**config.mk**
```make
export PLATFORM = sky130hd
export DESIGN_NAME = imem_loader_flat
export DESIGN_NICKNAME = d
export VERILOG_FILES = /design/src/rtl/imem_loader_if.sv /design/src/rtl/imem_loader.sv /design/src/flat_wrapper.sv
export SDC_FILE = /design/constraint.sdc
export NUM_CORES = 1
export LEC_CHECK = 0
export CORE_MARGIN = 2
export CORE_UTILIZATION = 45
export CTS_BUF_LIST = sky130_fd_sc_hd__clkbuf_4 sky130_fd_sc_hd__clkbuf_8
export CTS_CLUSTER_DIAMETER = 200
export CTS_CLUSTER_SIZE = 8
export DETAILED_ROUTE_END_ITERATION = 6
export HOLD_SLACK_MARGIN = 0.15
export PLACE_DENSITY = 0.68
export SLEW_MARGIN = 20
export SYNTH_ARGS = -nofsm -noshare
export SYNTH_HDL_FRONTEND = slang
export SYNTH_SLANG_ARGS = --single-unit
```
**constraint.sdc**
```tcl
create_clock -name clk -period 4.5 [get_ports clk]
set_input_delay 0.9 -clock clk [delete_from_list [all_inputs] [get_ports clk]]
set_output_delay 0.9 -clock clk [all_outputs]
set_load 0.02 [all_outputs]
```
**src/rtl/imem_loader_if.sv**
```systemverilog
// Bus bundle for the boot loader: UART input plus the instruction-memory write port
// and the core-release/status outputs.
interface imem_loader_if;
  logic        uart_rx;
  logic        imem_we;
  logic [31:0] imem_addr;
  logic [31:0] imem_wdata;
  logic        core_rst;
  logic        load_done;
  logic        load_err;

  modport master (
    input  uart_rx,
    output imem_we, imem_addr, imem_wdata, core_rst, load_done, load_err
  );

  modport slave (
    output uart_rx,
    input  imem_we, imem_addr, imem_wdata, core_rst, load_done, load_err
  );
endinterface

```
**src/rtl/imem_loader.sv**
```systemverilog
// UART boot loader: receives A5/LEN/payload/CSUM frames, writes words into instruction
// memory and releases the core reset once the XOR checksum matches.
module imem_loader #(
  parameter int          CLKS_PER_BIT = 868,
  parameter logic [31:0] BASE_ADDR    = 32'h0000_0000,
  parameter int          MAX_WORDS    = 1024
) (
  input  logic          clk,
  input  logic          rst,
  imem_loader_if.master bus
);

  localparam int             BW      = $clog2(CLKS_PER_BIT + 1);
  localparam logic [BW-1:0]  HALF_M1 = BW'(CLKS_PER_BIT / 2 - 1);
  localparam logic [BW-1:0]  FULL_M1 = BW'(CLKS_PER_BIT - 1);
  localparam logic [31:0]    MAX_W   = 32'(MAX_WORDS);

  localparam logic [1:0] RX_IDLE  = 2'd0;
  localparam logic [1:0] RX_START = 2'd1;
  localparam logic [1:0] RX_DATA  = 2'd2;
  localparam logic [1:0] RX_STOP  = 2'd3;

  localparam logic [2:0] LD_IDLE   = 3'd0;
  localparam logic [2:0] LD_LEN_LO = 3'd1;
  localparam logic [2:0] LD_LEN_HI = 3'd2;
  localparam logic [2:0] LD_DATA   = 3'd3;
  localparam logic [2:0] LD_CSUM   = 3'd4;
  localparam logic [2:0] LD_DONE   = 3'd5;
  localparam logic [2:0] LD_ERR    = 3'd6;

  logic          rx_s1_q, rx_s2_q, rx_prev_q;
  logic [1:0]    rx_st_q, rx_st_d;
  logic [BW-1:0] baud_q, baud_d;
  logic [2:0]    bit_q, bit_d;
  logic [7:0]    shift_q, shift_d;
  logic          byte_vld_q, byte_vld_d;
  logic          frame_err_q, frame_err_d;

  logic [2:0]    ld_st_q, ld_st_d;
  logic [15:0]   len_q, len_d;
  logic [15:0]   widx_q, widx_d;
  logic [1:0]    bidx_q, bidx_d;
  logic [7:0]    csum_q, csum_d;
  logic [23:0]   asm_q, asm_d;
  logic          we_q, we_d;
  logic [31:0]   addr_q, addr_d;
  logic [31:0]   wdata_q, wdata_d;
  logic          core_rst_q, core_rst_d;
  logic          done_q, done_d;
  logic          err_q, err_d;
  logic [15:0]   n_w;

  // RX: the entry count of 1 lines the start check up CLKS_PER_BIT/2 after the synced edge
  always_comb begin
    rx_st_d     = rx_st_q;
    baud_d      = baud_q + 1'b1;
    bit_d       = bit_q;
    shift_d     = shift_q;
    byte_vld_d  = 1'b0;
    frame_err_d = 1'b0;
    case (rx_st_q)
      RX_IDLE: begin
        baud_d = '0;
        if (rx_prev_q && !rx_s2_q) begin
          rx_st_d = RX_START;
          baud_d  = BW'(1);
        end
      end
      RX_START: begin
        if (baud_q == HALF_M1) begin
          baud_d  = '0;
          bit_d   = 3'd0;
          rx_st_d = rx_s2_q ? RX_IDLE : RX_DATA;
        end
      end
      RX_DATA: begin
        if (baud_q == FULL_M1) begin
          baud_d  = '0;
          shift_d = {rx_s2_q, shift_q[7:1]};
          bit_d   = bit_q + 3'd1;
          if (bit_q == 3'd7) rx_st_d = RX_STOP;
        end
      end
      RX_STOP: begin
        if (baud_q == FULL_M1) begin
          baud_d      = '0;
          rx_st_d     = RX_IDLE;
          byte_vld_d  = rx_s2_q;
          frame_err_d = !rx_s2_q;
        end
      end
      default: rx_st_d = RX_IDLE;
    endcase
  end

  assign n_w = {shift_q, len_q[7:0]};

  // Load FSM: the address/word index advance is keyed off the registered write strobe
  always_comb begin
    ld_st_d    = ld_st_q;
    len_d      = len_q;
    widx_d     = widx_q;
    bidx_d     = bidx_q;
    csum_d     = csum_q;
    asm_d      = asm_q;
    we_d       = 1'b0;
    addr_d     = addr_q;
    wdata_d    = wdata_q;
    core_rst_d = core_rst_q;
    done_d     = done_q;
    err_d      = err_q;
    if (we_q) begin
      addr_d = addr_q + 32'd4;
      widx_d = widx_q + 16'd1;
    end
    case (ld_st_q)
      LD_IDLE: begin
        if (byte_vld_q && shift_q == 8'hA5) begin
          err_d   = 1'b0;
          csum_d  = 8'h00;
          bidx_d  = 2'd0;
          widx_d  = 16'd0;
          addr_d  = BASE_ADDR;
          ld_st_d = LD_LEN_LO;
        end
      end
      LD_LEN_LO: begin
        if (frame_err_q) ld_st_d = LD_ERR;
        else if (byte_vld_q) begin
          len_d[7:0] = shift_q;
          ld_st_d    = LD_LEN_HI;
        end
      end
      LD_LEN_HI: begin
        if (frame_err_q) ld_st_d = LD_ERR;
        else if (byte_vld_q) begin
          len_d   = n_w;
          ld_st_d = (n_w == 16'd0 || {16'd0, n_w} > MAX_W) ? LD_ERR : LD_DATA;
        end
      end
      LD_DATA: begin
        if (frame_err_q) ld_st_d = LD_ERR;
        else if (byte_vld_q) begin
          csum_d = csum_q ^ shift_q;
          bidx_d = bidx_q + 2'd1;
          case (bidx_q)
            2'd0:    asm_d[7:0]   = shift_q;
            2'd1:    asm_d[15:8]  = shift_q;
            2'd2:    asm_d[23:16] = shift_q;
            default: begin
              wdata_d = {shift_q, asm_q};
              we_d    = 1'b1;
              if (widx_q == len_q - 16'd1) ld_st_d = LD_CSUM;
            end
          endcase
        end
      end
      LD_CSUM: begin
        if (frame_err_q) ld_st_d = LD_ERR;
        else if (byte_vld_q) begin
          if (shift_q == csum_q) begin
            ld_st_d    = LD_DONE;
            core_rst_d = 1'b0;
            done_d     = 1'b1;
          end else begin
            ld_st_d = LD_ERR;
          end
        end
      end
      LD_DONE: ld_st_d = LD_DONE;
      default: ld_st_d = LD_IDLE;
    endcase
    if (ld_st_d == LD_ERR && ld_st_q != LD_ERR) err_d = 1'b1;
  end

  always_ff @(posedge clk or posedge rst) begin
    if (rst) begin
      rx_s1_q     <= 1'b1;
      rx_s2_q     <= 1'b1;
      rx_prev_q   <= 1'b1;
      rx_st_q     <= RX_IDLE;
      baud_q      <= '0;
      bit_q       <= 3'd0;
      byte_vld_q  <= 1'b0;
      frame_err_q <= 1'b0;
      ld_st_q     <= LD_IDLE;
      len_q       <= 16'd0;
      widx_q      <= 16'd0;
      bidx_q      <= 2'd0;
      csum_q      <= 8'h00;
      we_q        <= 1'b0;
      addr_q      <= BASE_ADDR;
      wdata_q     <= 32'd0;
      core_rst_q  <= 1'b1;
      done_q      <= 1'b0;
      err_q       <= 1'b0;
    end else begin
      rx_s1_q     <= bus.uart_rx;
      rx_s2_q     <= rx_s1_q;
      rx_prev_q   <= rx_s2_q;
      rx_st_q     <= rx_st_d;
      baud_q      <= baud_d;
      bit_q       <= bit_d;
      byte_vld_q  <= byte_vld_d;
      frame_err_q <= frame_err_d;
      ld_st_q     <= ld_st_d;
      len_q       <= len_d;
      widx_q      <= widx_d;
      bidx_q      <= bidx_d;
      csum_q      <= csum_d;
      we_q        <= we_d;
      addr_q      <= addr_d;
      wdata_q     <= wdata_d;
      core_rst_q  <= core_rst_d;
      done_q      <= done_d;
      err_q       <= err_d;
    end
  end

  always_ff @(posedge clk) begin
    shift_q <= shift_d;
    asm_q   <= asm_d;
  end

  assign bus.imem_we    = we_q;
  assign bus.imem_addr  = addr_q;
  assign bus.imem_wdata = wdata_q;
  assign bus.core_rst   = core_rst_q;
  assign bus.load_done  = done_q;
  assign bus.load_err   = err_q;

endmodule
```
**src/flat_wrapper.sv**
```systemverilog
// flat-port wrapper written by rule: the top's interface ports become plain ports
module imem_loader_flat 
#(
  parameter int          CLKS_PER_BIT = 868,
  parameter logic [31:0] BASE_ADDR    = 32'h0000_0000,
  parameter int          MAX_WORDS    = 1024
)
  (clk, rst, bus_uart_rx, bus_imem_we, bus_imem_addr, bus_imem_wdata, bus_core_rst, bus_load_done, bus_load_err);
  imem_loader_if bus_i ();
  input  logic clk;
  input  logic rst;
  input wire logic [$bits(bus_i.uart_rx)-1:0] bus_uart_rx;
  output wire logic [$bits(bus_i.imem_we)-1:0] bus_imem_we;
  output wire logic [$bits(bus_i.imem_addr)-1:0] bus_imem_addr;
  output wire logic [$bits(bus_i.imem_wdata)-1:0] bus_imem_wdata;
  output wire logic [$bits(bus_i.core_rst)-1:0] bus_core_rst;
  output wire logic [$bits(bus_i.load_done)-1:0] bus_load_done;
  output wire logic [$bits(bus_i.load_err)-1:0] bus_load_err;
  assign bus_i.uart_rx = bus_uart_rx;
  assign bus_imem_we = bus_i.imem_we;
  assign bus_imem_addr = bus_i.imem_addr;
  assign bus_imem_wdata = bus_i.imem_wdata;
  assign bus_core_rst = bus_i.core_rst;
  assign bus_load_done = bus_i.load_done;
  assign bus_load_err = bus_i.load_err;
  imem_loader #(.CLKS_PER_BIT(CLKS_PER_BIT), .BASE_ADDR(BASE_ADDR), .MAX_WORDS(MAX_WORDS)) u_core (.clk(clk), .rst(rst), .bus(bus_i));
endmodule
```
==> key figures <==
Logic synthesis
  – Cells after Synth: 687
  – Synth top area share: 41.56%
  – Unique masters post-synth: 63
  – Yosys top cell by area: dfrtp_1
  – Syn avg cell area: 11.13 sq um
  – Synth Flop Type: dfrtp_1
  – Async SR Flop Fraction: 80.37%
  – Area contributors post-synth: dfrtp_1 42%, edfxtp_1 13%, mux2_2 6.8%
  – EDFF count, synth: 32
  – Seq/Total Area, Yosys: 55.51%
  – YS warnings: 0
  – Cell Area, Synth: 7646 sq um
  – Flop and latch count out of synthesis: 163

STA
  – Worst Max-Slew Pin Slew: 0.8049 ns
  – Fin. Hold Viols: 0
  – Fin Clk Skew: 0.01257 ns
  – Fin crit period: 3.105 ns
  – Setup TNS: 0 ns
  – Slew Viols, Final: 0
  – # setup viols final: 0
  – Hold_ws: 0.3592 ns
  – Final WS setup: 1.395 ns
  – F_max: 322.1 MHz
  – Max-Slew Margin vs Limit: 45.59%
  – Final critical-path share of the clock period: 68.99%
  – RSZ-0062 raised after global routing: no

GRT
  – Total global routing overflow: 0
  – Largest net degree at the start of global routing: 81
  – Vias in the first global route: 5247
  – First-pass GRT wire length: 26.18 mm
  – Total Routing Usage GR: 18.37%
  – Initial antenna violation count: 0

Floorplanning
  – Core area: 16580 sq um
  – Initial Util: 46.11%
  – Chip height: 134.4 um
  – Die width: 134.4 um
  – # rows: 47
  – Die Area: 18050 sq um
  – Io pins: 71

Power and ir drop
  – Combinational Power Share: 6.8%
  – Switching pwr: 0.0007296 W
  – Leak pwr: 3.895 nW
  – Sequential Power Share: 52.4%
  – Pwr/cell area: 330.1 nW/um^2
  – Worst VDD drop: 244.0 uV
  – Total power draw: 0.002958 W
  – Int Power: 0.002228 W
  – Sw Share: 24.66%
  – Clk pwr share: 40.8%

Worst setup path
  – Worst path arrival time: 3.44 ns
  – Crit path launch type: register
  – Worst setup path class: reg -> reg
  – Critical Path End Type: register
  – Crit-path max FO: 18
  – Data required, critical path: 4.84 ns

Route
  – DR vias: 5291
  – Via-per-instance ratio: 5.416
  – DR pass1 iterations: 5
  – DR WL/cell: 16.05 um
  – Routed Antenna Nets: 0
  – DRC Markers: 0
  – Final wirelength: 15.68 mm
  – Met3 WL: 744 um
  – DRT iter0 DRCs: 351
  – Highest routed layer: met4
  – Wire length on met2: 7.625 mm
  – Met1 wire length: 7.077 mm

Worst hold path
  – Hold crit path type: reg -> reg

Layout
  – Area grow syn2layout: 17.18%
  – Nets: 762
  – Share of cells above drive strength 1: 13.74%
  – Antenna cells: 0
  – Final Util: 54.03%

Clock tree
  – CTS tree: yes
  – Post_cts resized: 0
  – Htree depth: 4
  – Number of setup buffers added after CTS: 0
  – Hold_buf cts: 0
  – Clock buffer depth: 2
  – Worst-path clk slew: 0.09 ns
  – Root Driver: clkbuf_8
  – CTS buffer count: 17
  – Clk sink count: 163
  – Latest clock arrival within the worst-skew pair: 0.45 ns

Place
  – RePlAce Congestion: 0.8856
  – IO buf count: 68
  – Post-Place Worst Slack: 1.519 ns
  – Dpl hpwl: 10.59 mm

Run
  – Max-cap violation count: 0

Status
  – Outcome: finished, final reports clean
-- layer usage --
metal / vias up / GRT usage, %
li1: 2498 / -
met1: 2627 / 23.85
met2: 145 / 29.93
met3: 21 / 4.724
met4: 0 / 6.667
met5: - / 0
-- power groups by stage --
| stage | Sequential [W] | Clock (W) | Combinational (W) |
|---|---|---|---|
| after floorplan | 0.00157 | 0 | 0.000164 |
| after global placement | 0.00158 | 0 | 0.000198 |
| after detailed placement | 0.00158 | 0 | 0.000200 |
| after CTS | 0.00155 | 0.00124 | 0.000203 |
| after global routing | 0.00156 | 0.00130 | 0.000236 |
| final | 0.00155 | 0.00121 | 0.000200 |
-- Yosys cell counts, types with 15 or more instances --
cell / instances
clkbuf_1: 25
dfrtp_1: 127
edfxtp_1: 32
ha_1: 15
inv_1: 20
mux2_2: 46
nand2_1: 49
nand3_1: 20
nand4_1: 15
nor2_1: 83
o21ai_0: 33
xnor2_1: 37
xor2_1: 39
-- area by class of cell --
class	instances	area, sq um
fillers	1440	7624
flip-flops and latches	163	4244
multi-input cells	468	3177
repair buffers	74	725.7
well taps	220	275.3
clock buffers	18	241.5
clock inverters	14	216.5
inverters	20	80.08
-- critical path, cell delays in order (launching register included) --
cell	delay [ns]
dfrtp_1	0.51
nor2b_1	0.32
nand2_1	0.29
nor2_1	0.58
nand2_1	0.58
buf_4	0.40
mux2_2	0.30
-- logic make-up after synthesis --
family          count (synthesis)  share of synthesized area (%)
simple gates                  244                          16.12
flops                         163                          55.51
compound gates                 80                          6.660
xor+xnor                       76                          8.706
buf+inv                        57                          3.076
mux                            51                          7.429
fa+ha+maj                      15                          2.455
other cells                     1                        0.04904
-- worst paths after layout --
check                                        from  cells after the start  slack [ns]                       end
min in group asynchronous                     rst                      2        0.96          u_core.widx_q[1]
worst min register to register     u_core.rx_s1_q                      0        0.36            u_core.rx_s2_q
worst min-delay path               u_core.rx_s1_q                      0        0.36            u_core.rx_s2_q
worst max-delay path            u_core.ld_st_q[1]                      6        1.40  u_core.bus.imem_wdata[3]
max in group asynchronous                     rst                      3        2.76   u_core.bus.imem_addr[8]
worst max register to register  u_core.ld_st_q[1]                      6        1.40  u_core.bus.imem_wdata[3]
-- metrics by stage --
stage / area [sq um] / instances
finish: 8960 / 977
global placement: 8499 / 945
CTS: 8957 / 977
global route: 8960 / 977
detailed placement: 8499 / 945
floorplan: 7650 / 688
-- layout by cell type (no fill, tap or decap), types with 3 or more instances in the layout --
cell type / instances
nor4_1: 10
and3_1: 10
inv_1: 19
xnor2_1: 37
a31oi_1: 7
clkdlybuf4s50_1: 68
nand2_1: 49
edfxtp_1: 32
xor2_1: 39
nor2_1: 83
o21a_1: 3
o21ai_0: 33
nand2b_1: 4
or3_1: 11
bufinv_16: 4
or2_2: 5
mux2_2: 46
nand4b_1: 4
or4_1: 3
nand3_1: 20
nand4_1: 15
buf_4: 6
nor3_1: 6
inv_6: 5
o211ai_1: 3
dfstp_2: 4
clkbuf_8: 17
mux2i_1: 5
a21oi_1: 14
and2_1: 5
ha_1: 15
nor2b_1: 4
dfrtp_1: 127
-- registers in the layout (all words and copies together) (netlist names), 2 cells and up --
signal	count
u_core.rx_st_q	2
u_core.bus.imem_wdata	32
u_core.asm_q	24
u_core.shift_q	8
u_core.widx_q	16
u_core.ld_st_q	3
u_core.len_q	16
u_core.csum_q	8
u_core.bit_q	3
u_core.baud_q	10
u_core.bidx_q	2
u_core.bus.imem_addr	30
No activity file was read; power rests on OpenSTA's default activity.
